**config.mk**
```make
export PLATFORM = sky130hd
export DESIGN_NAME = palindrome_seq_ctrl
export DESIGN_NICKNAME = d
export VERILOG_FILES = /design/src/rtl/palindrome_pkg.sv /design/src/rtl/palindrome_window.sv /design/src/rtl/palindrome_seq_ctrl.sv
export SDC_FILE = /design/constraint.sdc
export NUM_CORES = 1
export LEC_CHECK = 0
export ABC_AREA = 1
export CAP_MARGIN = 10
export CORE_AREA = 3 3 65 67
export CTS_CLUSTER_SIZE = 30
export DETAILED_ROUTE_END_ITERATION = 8
export DIE_AREA = 0 0 68 70
export MAX_ROUTING_LAYER = met4
export PLACE_DENSITY = 0.59
export REMOVE_ABC_BUFFERS = 1
export SLEW_MARGIN = 10
export SYNTH_ARGS = -nofsm -noshare
export SYNTH_HDL_FRONTEND = slang
export SYNTH_SLANG_ARGS = --single-unit
```
**constraint.sdc**
```tcl
create_clock -name clk -period 3 [get_ports clk]
set_input_delay 0.45 -clock clk [delete_from_list [all_inputs] [get_ports clk]]
set_output_delay 0.45 -clock clk [all_outputs]
set_load 0.05 [all_outputs]
```
**src/rtl/palindrome_pkg.sv**
```systemverilog
// Shared types and helpers for the serial palindrome checker.
// Latency: n/a (types, constants and a pure combinational function only).
// Backpressure: n/a.
// Contents: ctrl_state_e controller states, default widths, is_pal() window test.
package palindrome_pkg;

  localparam int DATA_W_DEF = 8;
  localparam int WIN_W_DEF  = 3;

  typedef enum logic [1:0] {
    IDLE  = 2'd0,
    SHIFT = 2'd1,
    DONE  = 2'd2
  } ctrl_state_e;

  // True when the low 'width' bits of vec read the same in both directions.
  // Bits at or above 'width' are ignored; width must be in 1..32.
  function automatic logic is_pal(input logic [31:0] vec, input int width);
    logic ok;
    ok = 1'b1;
    for (int i = 0; i < 16; i++) begin
      if (i < width / 2) begin
        if (vec[5'(i)] != vec[5'(width - 1 - i)]) ok = 1'b0;
      end
    end
    return ok;
  endfunction

endpackage

```
**src/rtl/palindrome_window.sv**
```systemverilog
// Serial palindrome window: flags when the last WIN_W bits (incl. bit_i) are a palindrome.
// Latency: hit_o is combinational on the stored WIN_W-1 bits plus the current bit_i.
// Backpressure: none; the caller decides when to shift via shift_en_i.
// Ports: clk, reset (async active-low), clear_i (flush history, wins over shift),
//        shift_en_i (consume bit_i this cycle), bit_i (serial data), hit_o (window match).
module palindrome_window
  import palindrome_pkg::*;
#(
  parameter int WIN_W = WIN_W_DEF
) (
  input  logic clk,
  input  logic reset,
  input  logic clear_i,
  input  logic shift_en_i,
  input  logic bit_i,
  output logic hit_o
);

  localparam int FILL_W = $clog2(WIN_W);
  localparam logic [FILL_W-1:0] FILL_FULL = FILL_W'(WIN_W - 1);

  logic [WIN_W-2:0] hist;
  logic [FILL_W-1:0] fill;
  logic [WIN_W-1:0] win;
  logic [31:0] win_ext;

  // Oldest bit sits at the MSB; orientation is irrelevant for a palindrome test.
  assign win = {hist, bit_i};

  always_comb begin
    win_ext = '0;
    win_ext[WIN_W-1:0] = win;
  end

  // A hit is only meaningful once WIN_W-1 real bits are stored ahead of bit_i,
  // so a freshly flushed window cannot match on its zeroed history.
  assign hit_o = shift_en_i && !clear_i && (fill == FILL_FULL) && is_pal(win_ext, WIN_W);

  always_ff @(posedge clk or negedge reset) begin
    if (!reset) begin
      hist <= '0;
      fill <= '0;
    end else if (clear_i) begin
      hist <= '0;
      fill <= '0;
    end else if (shift_en_i) begin
      hist <= win[WIN_W-2:0];
      if (fill != FILL_FULL) fill <= fill + 1'b1;
    end
  end

endmodule

```
**src/rtl/palindrome_seq_ctrl.sv**
```systemverilog
// Word-level controller: serializes each word MSB-first into palindrome_window and counts hits.
// Latency: out_valid_o rises DATA_W cycles after the accept edge; one word per DATA_W+2 cycles.
// Backpressure: result held in DONE until out_ready_i; in_ready_o is low outside IDLE (state only).
// Ports: clk, reset (async active-low), in_valid_i/in_ready_o/in_data_i (word in),
//        out_valid_o/out_ready_i/hit_cnt_o/any_hit_o (result out), busy_o (not IDLE).
module palindrome_seq_ctrl
  import palindrome_pkg::*;
#(
  parameter  int DATA_W = DATA_W_DEF,
  parameter  int WIN_W  = WIN_W_DEF,
  localparam int CNT_W  = $clog2(DATA_W + 1)
) (
  input  logic              clk,
  input  logic              reset,
  input  logic              in_valid_i,
  output logic              in_ready_o,
  input  logic [DATA_W-1:0] in_data_i,
  output logic              out_valid_o,
  input  logic              out_ready_i,
  output logic [CNT_W-1:0]  hit_cnt_o,
  output logic              any_hit_o,
  output logic              busy_o
);

  localparam logic [CNT_W-1:0] LAST_BIT = CNT_W'(DATA_W - 1);

  ctrl_state_e state, state_nxt;

  logic [DATA_W-1:0] data_sr;
  logic [CNT_W-1:0]  bit_cnt;
  logic [CNT_W-1:0]  hit_cnt;
  logic              accept;
  logic              shift_en;
  logic              last_bit;
  logic              win_hit;

  assign last_bit = (bit_cnt == LAST_BIT);

  // State register.
  always_ff @(posedge clk or negedge reset) begin
    if (!reset) state <= IDLE;
    else        state <= state_nxt;
  end

  // Next state and handshake outputs; all decoded from state alone so that
  // in_ready_o has no combinational path from out_ready_i.
  always_comb begin
    state_nxt   = state;
    in_ready_o  = 1'b0;
    out_valid_o = 1'b0;
    busy_o      = 1'b1;
    accept      = 1'b0;
    shift_en    = 1'b0;
    unique case (state)
      IDLE: begin
        in_ready_o = 1'b1;
        busy_o     = 1'b0;
        if (in_valid_i) begin
          accept    = 1'b1;
          state_nxt = SHIFT;
        end
      end
      SHIFT: begin
        shift_en = 1'b1;
        if (last_bit) state_nxt = DONE;
      end
      DONE: begin
        out_valid_o = 1'b1;
        if (out_ready_i) state_nxt = IDLE;
      end
      default: begin
        state_nxt = IDLE;
      end
    endcase
  end

  // Datapath: word shift register, bit position and hit accumulator.
  always_ff @(posedge clk or negedge reset) begin
    if (!reset) begin
      data_sr <= '0;
      bit_cnt <= '0;
      hit_cnt <= '0;
    end else if (accept) begin
      data_sr <= in_data_i;
      bit_cnt <= '0;
      hit_cnt <= '0;
    end else if (shift_en) begin
      data_sr <= {data_sr[DATA_W-2:0], 1'b0};
      bit_cnt <= bit_cnt + 1'b1;
      hit_cnt <= hit_cnt + CNT_W'(win_hit);
    end
  end

  // Window is flushed on every accept so hits never straddle two words.
  palindrome_window #(
    .WIN_W(WIN_W)
  ) u_window (
    .clk       (clk),
    .reset     (reset),
    .clear_i   (accept),
    .shift_en_i(shift_en),
    .bit_i     (data_sr[DATA_W-1]),
    .hit_o     (win_hit)
  );

  assign hit_cnt_o = hit_cnt;
  assign any_hit_o = (hit_cnt != '0);

endmodule
```
==> results.json <==
{
  "synth-seq-area-share_pct": 50.2,
  "dp_hpwl_um": 1630,
  "min_to": "bit_cnt[2]$_DFFE_PN0P_",
  "yosys.area.top_type": "dfrtp_1",
  "start_util_pct": 29.7,
  "synth-xor-area-share_pct": 0.799,
  "ios": 20,
  "viasPerCell": 4.54,
  "synth_top_area_share_pct": 50.2,
  "fin_cells": 201,
  "p_leak_nw": 0.672,
  "rsz0062_at_grt": "no",
  "place_ws_ps": 998,
  "holdWs_ps": 500,
  "die_area_mm2": 0.00476,
  "rows": 22,
  "p_seq_share_pct": 35.1,
  "firstDrtPassIters": 4,
  "crit_arrival_ps": 1840,
  "placedCellCount": 197,
  "synthCells": 131,
  "reg2reg_from": "state[1]$_DFFE_PN0P_",
  "ys_ff_latch": 22,
  "hp-start": "bit_cnt[2]$_DFFE_PN0P_",
  "rr_endpoint": "hit_cnt_o[1]$_DFFE_PN0P_",
  "reg2reg_slack_ps": 1370,
  "drive_gt1_share_pct": 8.50,
  "antenna_cells": 0,
  "drc_errors": 0,
  "synth_mux_area_share_pct": 0,
  "grt_max_degree": 23,
  "power_density_mw_per_mm2": 996,
  "synth_adder_area_share_pct": 4.57,
  "worst_slack_ps": 707,
  "dieHeight_um": 70,
  "critPathTopFamily": "buffers and inverters",
  "finalHoldViolations": 0,
  "period_share_pct": 76.4,
  "register_area_um2": 551,
  "p_sw_uw": 594,
  "cts_inserted_buffers": 3,
  "synth_common_cells": "45 x nand2_1, 22 x dfrtp_1, 16 x inv_1",
  "synthArstFlopShare_pct": 100,
  "maxCapViolations": 0,
  "maxClockFrequency_mhz": 436,
  "io_buffers": 19,
  "syn_area_mm2": 0.00110,
  "fin_area_mm2": 0.00140,
  "core_mm2": 0.00369,
  "gp_congestion": 0.750,
  "p_int_uw": 803,
  "period_minus_slack_ps": 2290,
  "synth_top_family_by_area": "simple AND/OR/NAND/NOR gates",
  "synth_ff_type": "dfrtp_1",
  "grt_pass1_wl_um": 4070,
  "cp-start-kind": "flop",
  "grt_usage_pct": 11.4,
  "synth.most_common_cell": "nand2_1",
  "fin_skew_ps": 8.54,
  "worst-setup-path-type": "reg -> out",
  "cts_resized": 0,
  "synth-edff-count": 0,
  "worst_pin_slew_ps": 972,
  "placed_area_mm2": 0.00133,
  "ant_nets": 0,
  "drtIter0Drc": 34,
  "syn2layout_area_growth_pct": 28.0,
  "multi_input_area_um2": 458,
  "p_clk_share_pct": 20.2,
  "top_layer_used": "met4",
  "met3_length_um": 92,
  "synth.avg_cell_area_um2": 8.37,
  "ys_warn_count": 0,
  "via_count": 913,
  "wl_um": 2220,
  "antenna_found_initial": 0,
  "m1WireLength_um": 1030,
  "hold_class": "reg -> reg",
  "final_max_slew_viol_count": 0,
  "cts_setup_buffers": 0,
  "cts_tree": "done",
  "synth-compound-area-share_pct": 8.11,
  "required_ps": 2550,
  "crit_buf_inv": 1,
  "cts_root_buf": "clkbuf_8",
  "wl_per_cell_um": 11.0,
  "h-tree-depth": 1,
  "clkTransAtPathRegs_ps": 80,
  "die-width_um": 68,
  "nFillCells": 393,
  "finalSetupTns_ps": 0,
  "total_power_mw": 1.40,
  "synthSimpleGateAreaFrac_pct": 28.3,
  "first_global_vias": 910,
  "reg2reg_depth": 9,
  "maxSlewHeadroom_pct": 35.0,
  "min_path_cells": 1,
  "combPwrFrac_pct": 44.7,
  "insertion_delay_ps": 270,
  "critPathMaxFanout": 5,
  "final_core_util_pct": 38.0,
  "num-nets-final": 170,
  "worstPathCellList": "nor2_2 > clkdlybuf4s50_1",
  "synth_cell_types": 19,
  "outcome": "complete, no violations",
  "synth_area_leaders": "dfrtp_1 50%, nand2_1 15%, nand3_1 5.5%",
  "clk_path_buf_depth": 2,
  "critPathCaptureType": "primary output",
  "holdBufCountCts": 0,
  "max_stage_delay_ps": 850,
  "cp_slowest_cell": "clkdlybuf4s50_1",
  "setup_violations": 0,
  "p_sw_share_pct": 42.5,
  "dr_wl_met2_um": 1040,
  "numClockSinks": 22,
  "peakVddDrop_v": 0.000306,
  "grt-ovfl-total": 0
}
cell type report:
type	count	share of cell area (%)
Timing Repair Buffer	19	13.6
Tap cell	48	4.28
Clock buffer	3	2.94
Sequential cell	22	39.3
Clock inverter	1	2.14
Multi-Input combinational cell	90	32.6
Inverter	18	5.17
state kept, by name, summed over array words and instances (netlist names):
register,flops
bit_cnt,4
u_window.fill,2
hit_cnt_o,4
u_window.hist,2
state,2
data_sr,8
worst max path at each step:
stage	slack (ps)	cells past startpoint	from	endpoint
6_report	710	2	state[0]$_DFFE_PN0P_	in_ready_o
5_1_grt	630	3	state[0]$_DFFE_PN0P_	busy_o
4_1_cts	690	2	state[0]$_DFFE_PN0P_	in_ready_o
3_5_place_dp	1000	2	state[0]$_DFFE_PN0P_	in_ready_o
3_3_place_gp	1050	2	state[0]$_DFFE_PN0P_	in_ready_o
2_1_floorplan	1380	2	hit_cnt_o[1]$_DFFE_PN0P_	any_hit_o
layout by cell type, fill, tap and decap left out, drive strengths merged:
| cell type | instances |
|---|---|
| bufinv | 1 |
| clkbuf | 3 |
| clkdlybuf4s50 | 19 |
| dfrtp | 22 |
| ha | 4 |
| inv | 18 |
| nand2 | 48 |
| nand3 | 12 |
| nand4 | 1 |
| nor2 | 9 |
| o211ai | 1 |
| o21ai | 14 |
| xor2 | 1 |
routing by layer:
metal | up-vias | track usage, %
li1 | 455 | -
met4 | 0 | 5.96
met2 | 16 | 17.1
met5 | - | -
met3 | 5 | 1.93
met1 | 437 | 14.5
power groups by stage:
stage          logic, mW  clock network [mW]  registers (mW)
2_1_floorplan      0.413                   0           0.524
4_1_cts            0.632               0.291           0.491
6_report           0.625               0.282           0.490
5_1_grt            0.708               0.302           0.507
3_5_place_dp       0.631                   0           0.495
3_3_place_gp       0.611                   0           0.489
logic make-up after synthesis:
group | after synthesis
buf+inv | 19
flops | 22
compound gates | 15
fa+ha+maj | 4
xor+xnor | 1
simple gates | 70
(Power assumes the default switching activity.)
